`src/rtl/uart_pkg.sv`:
```
// Frame constants and transmit state encoding shared by the UART transmitter and its receiver peer.
package uart_pkg;

    localparam int DEFAULT_DATA_BITS = 8;
    localparam int DEFAULT_STOP_BITS = 2;

    typedef enum logic [2:0] {
        TX_IDLE   = 3'd0,
        TX_START  = 3'd1,
        TX_DATA   = 3'd2,
        TX_PARITY = 3'd3,
        TX_STOP   = 3'd4
    } tx_state_e;

    // Index counters need at least one bit even when they only ever hold 0.
    function automatic int idx_width(input int n);
        return (n > 1) ? $clog2(n) : 1;
    endfunction

endpackage

```
`src/rtl/uart_baud_tick.sv`:
```
// Bit-period timer: counts 0..CLKS_PER_BIT-1 while enabled and pulses bit_tick_o on the last cycle.
module uart_baud_tick
    import uart_pkg::*;
#(
    parameter int CLKS_PER_BIT = 16
) (
    input  logic clk,
    input  logic rst_n,
    input  logic clr_i,
    input  logic en_i,
    output logic bit_tick_o
);

    localparam int CNT_W = idx_width(CLKS_PER_BIT);
    localparam logic [CNT_W-1:0] LAST_CNT = CNT_W'(CLKS_PER_BIT - 1);

    logic [CNT_W-1:0] cnt_q;
    logic [CNT_W-1:0] cnt_d;

    assign bit_tick_o = en_i && (cnt_q == LAST_CNT);

    always_comb begin
        cnt_d = cnt_q;
        if (clr_i) begin
            cnt_d = '0;
        end else if (en_i) begin
            cnt_d = bit_tick_o ? '0 : cnt_q + 1'b1;
        end
    end

    always_ff @(posedge clk) begin
        if (!rst_n) begin
            cnt_q <= '0;
        end else begin
            cnt_q <= cnt_d;
        end
    end

endmodule

```
`src/rtl/uart_transmitter.sv`:
```
// UART transmitter: one byte per valid/ready handshake, start + LSB-first data + optional even parity + stop bits.
// Define UART_TX_PARITY_EN to include the parity bit in the frame and drive the parity port.
module uart_transmitter
    import uart_pkg::*;
#(
    parameter int CLKS_PER_BIT = 16,
    parameter int DATA_BITS    = DEFAULT_DATA_BITS,
    parameter int STOP_BITS    = DEFAULT_STOP_BITS
) (
    input  logic                 clk,
    input  logic                 rst_n,
    input  logic [DATA_BITS-1:0] tx_data,
    input  logic                 tx_valid,
    output logic                 tx_ready,
    output logic                 serial,
    output logic                 busy,
    output logic                 parity
);

    localparam logic [2:0] IDLE   = TX_IDLE;
    localparam logic [2:0] START  = TX_START;
    localparam logic [2:0] DATA   = TX_DATA;
    localparam logic [2:0] PARITY = TX_PARITY;
    localparam logic [2:0] STOP   = TX_STOP;

    localparam int BIT_W  = idx_width(DATA_BITS);
    localparam int STOP_W = idx_width(STOP_BITS);
    localparam logic [BIT_W-1:0]  LAST_BIT  = BIT_W'(DATA_BITS - 1);
    localparam logic [STOP_W-1:0] LAST_STOP = STOP_W'(STOP_BITS - 1);

    logic [2:0]           state_q, state_d;
    logic [DATA_BITS-1:0] shift_q, shift_d;
    logic [BIT_W-1:0]     bit_q, bit_d;
    logic [STOP_W-1:0]    stop_q, stop_d;
    logic                 parity_q, parity_d;
    logic                 serial_q, serial_d;
    logic                 bit_tick;

    uart_baud_tick #(
        .CLKS_PER_BIT(CLKS_PER_BIT)
    ) u_baud (
        .clk       (clk),
        .rst_n     (rst_n),
        .clr_i     (state_q == IDLE),
        .en_i      (state_q != IDLE),
        .bit_tick_o(bit_tick)
    );

    assign tx_ready = (state_q == IDLE);
    assign busy     = ~tx_ready;
    assign serial   = serial_q;
    assign parity   = parity_q;

    always_comb begin
        state_d  = state_q;
        shift_d  = shift_q;
        bit_d    = bit_q;
        stop_d   = stop_q;
        parity_d = parity_q;

        case (state_q)
            IDLE: begin
                if (tx_valid) begin
                    state_d = START;
                    shift_d = tx_data;
`ifdef UART_TX_PARITY_EN
                    parity_d = ^tx_data;
`else
                    parity_d = 1'b0;
`endif
                end
            end
            START: begin
                if (bit_tick) state_d = DATA;
            end
            DATA: begin
                if (bit_tick) begin
                    if (bit_q == LAST_BIT) begin
                        bit_d = '0;
`ifdef UART_TX_PARITY_EN
                        state_d = PARITY;
`else
                        state_d = STOP;
`endif
                    end else begin
                        bit_d   = bit_q + 1'b1;
                        shift_d = shift_q >> 1;
                    end
                end
            end
            PARITY: begin
                if (bit_tick) state_d = STOP;
            end
            STOP: begin
                if (bit_tick) begin
                    if (stop_q == LAST_STOP) begin
                        stop_d  = '0;
                        state_d = IDLE;
                    end else begin
                        stop_d = stop_q + 1'b1;
                    end
                end
            end
            default: state_d = IDLE;
        endcase

        // The line is registered from the next state so the start bit appears right after the handshake edge.
        case (state_d)
            START:   serial_d = 1'b0;
            DATA:    serial_d = shift_d[0];
            PARITY:  serial_d = parity_d;
            default: serial_d = 1'b1;
        endcase
    end

    always_ff @(posedge clk) begin
        if (!rst_n) begin
            state_q  <= IDLE;
            shift_q  <= '0;
            bit_q    <= '0;
            stop_q   <= '0;
            parity_q <= 1'b0;
            serial_q <= 1'b1;
        end else begin
            state_q  <= state_d;
            shift_q  <= shift_d;
            bit_q    <= bit_d;
            stop_q   <= stop_d;
            parity_q <= parity_d;
            serial_q <= serial_d;
        end
    end

endmodule
```
`config.mk`:
```
export PLATFORM = sky130hd
export DESIGN_NAME = uart_transmitter
export DESIGN_NICKNAME = d
export VERILOG_FILES = /design/src/rtl/uart_pkg.sv /design/src/rtl/uart_baud_tick.sv /design/src/rtl/uart_transmitter.sv
export SDC_FILE = /design/constraint.sdc
export NUM_CORES = 1
export LEC_CHECK = 0
export CAP_MARGIN = 20
export CORE_ASPECT_RATIO = 1.25
export CORE_UTILIZATION = 40
export CTS_CLUSTER_SIZE = 40
export DETAILED_ROUTE_END_ITERATION = 10
export GPL_TIMING_DRIVEN = 0
export PLACE_DENSITY = 0.66
export SYNTH_ARGS = -nofsm -noshare
export SYNTH_HDL_FRONTEND = slang
export SYNTH_HIERARCHICAL = 1
export SYNTH_SLANG_ARGS = --single-unit
```
`constraint.sdc`:
```
create_clock -name clk -period 5.21 [get_ports clk]
set_input_delay 1.042 -clock clk [delete_from_list [all_inputs] [get_ports clk]]
set_output_delay 1.042 -clock clk [all_outputs]
set_load 0.02 [all_outputs]
```
Word level (Yosys, flattened, before mapping)
Cells that the tools add are included.

Reduce and logical (&&, ||, !) cells: 8. Multiplexer cells: 18. Bitwise gates (word level): 2. Equality and inequality tests: 12. Add/sub/neg operators: 3.

Operators by type and width (number): $mux 3 (8); $mux 8 (3); $pmux 8 s2 (1); $pmux 3 s5 (1); $eq 3x2->1 const B (4); $eq 3x1->1 const B (2); $eq 3x3->1 const B (2); $add 4x1->4 const B (1); $eq 4x4->1 const B (1); $mux 4 (1); $ne 2x2->1 const B (2); $reduce_and 2->1 (2); $reduce_and 4->1 (1); $add 3x1->3 const B (1); $logic_not 3->1 (1); $mux 1 (3); $pmux 1 s3 (1); $reduce_bool 3->1 (1); $ne 2x1->1 const B (1); $not 1->1 (2); $reduce_bool 2->1 (1); $reduce_or 2->1 (1); $add 1x1->1 const B (1); $logic_and 1x1->1 (1).

Bits in registers: 21.

Depth between registers and ports, before layout
Word-level depth: 6. Gate-level depth with buffers: 9. Mapped depth without buffers: 7.

Hierarchy
The synthesis kept the hierarchy.

By module, submodules not included: uart_transmitter (sequential area each 340.3 sq um, cells an instance 90, instances 1, area each 860.8 sq um); uart_baud_tick (sequential area each 80.1 sq um, cells an instance 23, instances 1, area each 191.4 sq um).

Worst setup path after synthesis
No wires, ideal clock.

Path kind: reg2out. From: register state_q[1]. To: output port tx_ready. Stages on the path, launching flop included: 4. Arrival time: 1151 ps. Slack: 3017 ps. Cell sequence: dfxtp_1 -> buf_4 -> or3_1 -> inv_2.

Longest elaborated chain between the ends: 1.

Ends and longest elaborated chain: start, declared (RTL line uart_transmitter.sv:31) `logic [2:0] state_q, state_d;`; start signal, assigned (RTL line uart_transmitter.sv:125) `state_q <= state_d;`; $logic_not 3->1 (RTL line uart_transmitter.sv:49) `assign tx_ready = (state_q == IDLE);`; end, declared (RTL line uart_transmitter.sv:14) `output logic tx_ready,`.

No other way between the ends.

Final worst setup path
Ends and elaborated chain as after synthesis.

==> results.ini <==
[die]
die_w_um=47.88
num_rows=20
dieArea_um2=2841
start_util_pct=42.91
chipHeight_um=59.35
coreArea_um2=2452
num_io_pins=15

[synthesis]
syn_area_um2=1052
ys_ff_latch=21
synthCells=113
ys_seq_area_share_pct=39.95
synthTopCellsByArea=dfxtp_1 (40%), nand2_1 (6.8%), a21boi_1 (5.0%)
ys_types=37
avgSynthCellArea_um2=9.312
synth_edf_count=0
synth_area_leader_cell=dfxtp_1
yosys_most_used_dff=dfxtp_1
synth.most_common_cell=dfxtp_1
synthArstFlopShare_pct=0
syn_nets=127
ys_top_cells_by_count=dfxtp_1 (21), nand2_1 (19), a21boi_1 (7)
yosys_warnings=6
synth.top_cell.area_share_pct=39.95

[routing]
route.detailed.drc=0
wire_per_inst_um=12.45
drtIter0Drc=19
via_count=862
firstDrtPassIters=4
wl_um=2042
routed_via_density=5.256
ant_nets=0

[global_route]
grt_max_degree=13
grt_remaining_overflow=0
antenna_found_initial=0
grt_pass1_vias=791
grt_pass1_wl_um=3401
grt_util_all_layers_pct=17.13

[clocking]
cts_made_buffers=3
clk_pin_slew_ns=0.12
cts_setup_buffers=0
cts_tree=yes
clock_sinks=21
clock_latency_ns=0.31
clock-root-buffer=clkbuf_4
hold_buffers=0
cts_resized=0
htree_levels=1
cts_buffer_depth=2

[worst_setup_path]
worstSetupStartpointType=flip-flop
reg2reg_to=serial
ff2ff_path_depth=9
path_max_fanout=10
critPathCaptureType=primary output
arrival_ns=2.01
r2r_setup_slack_ns=3.02
reg2reg_from=state_q[1]
required_ns=4.17
crit_type=reg2out

[final_layout]
area_growth_pct=19.86
stdcell_area_um2=1261
final_layout_size_suffix_gt1_share_pct=12.98
fillCellCount=257
fin_nets=146
regArea_um2=420.4
n_antenna_cell=0
multi_input_area_um2=596.8

[timing]
final.setup.tns_ns=0
fmax_ghz=0.3280
maxSlewViolCount=0
min_period_over_period_pct=58.52
fin_crit_ns=3.049
hold_violations=0
relSlewSlack_pct=76.31
setup_viol=0
skew_ns=0.005667
tightest_slew_ns=0.3553
rsz0062_at_grt=false

[min_path]
hold_class=reg2reg
whs_endpoint=shift_q[2]
worstHoldStart=shift_q[2]
hold_depth=2

[flow_run]
maxCapViolations=0

[pwr]
powerDensity_nw_per_um2=233.4
max-vdd-ir-drop_mv=0.1426
leakage_nw=0.4569

[place]
globalplace.congestion=0.7849
placed_area_um2=1234
io_buffers=14
dpl.hpwl_um=1457

[status]
status=finished clean

critical path, stage by stage, from the launching register on:
cell and delay, ns:
dfxtp_1 0.33, buf_4 0.17, or3_1 0.49, inv_2 0.11, clkdlybuf4s50_1 0.60
layout by cell type, fill, tap and decap left out, types with 2 or more instances in the layout:
cell / count
nand3b_1: 5
ha_1: 3
a21boi_0: 3
xor2_1: 2
buf_4: 2
clkbuf_4: 3
nand3_1: 3
and3_1: 2
dfxtp_1: 21
clkdlybuf4s50_1: 14
inv_1: 2
nor2b_1: 4
a21oi_1: 4
nand2_1: 19
a21boi_1: 7
nand2b_1: 3
nor2_1: 4
a22oi_1: 6
or3_1: 2
mux2i_1: 2
power breakdown:
part / leakage, nW / internal (mW) / switching [mW]
registers: 0.171 / 0.166 / 0.00404
logic: 0.268 / 0.0239 / 0.0196
clock network: 0.0177 / 0.0287 / 0.0520
total: 0.457 / 0.219 / 0.0756
area by class of cell:
class | count | area share, %
Buffer | 4 | 1.885
Clock buffer | 3 | 1.786
Clock inverter | 1 | 0.3968
Inverter | 3 | 0.8929
Multi-Input combinational cell | 85 | 47.32
Sequential cell | 21 | 33.33
Tap cell | 33 | 3.274
Timing Repair Buffer | 14 | 11.11
through the flow:
| stage | std cells | utilization (%) | hold slack, ns | total power [mW] | setup WS [ns] |
|---|---|---|---|---|---|
| after floorplan | 113 | - | 0.4347 | 0.1998 | 3.017 |
| after global placement | 160 | 50.31 | 0.4411 | 0.2169 | 2.516 |
| after detailed placement | 160 | 50.31 | 0.4500 | 0.2176 | 2.520 |
| after CTS | 164 | 51.43 | 0.4673 | 0.2975 | 2.148 |
| after global routing | 164 | 51.43 | 0.4853 | 0.3105 | 2.067 |
| final | 164 | 51.43 | 0.4644 | 0.2943 | 2.161 |
flip-flops by register name, indices dropped and copies added (netlist names):
signal	cells
bit_q	3
u_baud/cnt_q	4
stop_q	1
state_q	3
parity	1
shift_q	8
serial	1
metal layers:
| metal | global-route usage (%) | up-vias | wire length, um | part of all wire, % |
|---|---|---|---|---|
| met5 | 0 | - | 0 | 0 |
| met1 | 20.49 | 398 | 902 | 44 |
| met4 | 10.71 | 0 | 55 | 2.7 |
| met2 | 27.41 | 24 | 1002 | 49 |
| li1 | - | 436 | - | - |
| met3 | 2.744 | 4 | 82 | 4.0 |
worst max path at each step:
stage                     startpoint        to  depth (start not counted)
after floorplan           state_q[1]  tx_ready                          3
after global placement    state_q[1]  tx_ready                          4
after detailed placement  state_q[1]  tx_ready                          4
after CTS                 state_q[1]  tx_ready                          4
after global routing      state_q[1]  tx_ready                          4
final                     state_q[1]  tx_ready                          4
logic make-up after synthesis:
| group | count (synthesis) | share of synthesized area, % |
|---|---|---|
| AND/OR/NAND/NOR | 50 | 28.30 |
| buffers and inverters | 7 | 3.328 |
| adder cells (fa/ha/maj) | 3 | 3.568 |
| XOR/XNOR | 2 | 1.665 |
| AO/OA/AOI/OAI | 28 | 21.28 |
| flip-flops | 21 | 39.95 |
| multiplexers | 2 | 1.903 |
No activity file was read; power rests on OpenSTA's default activity.
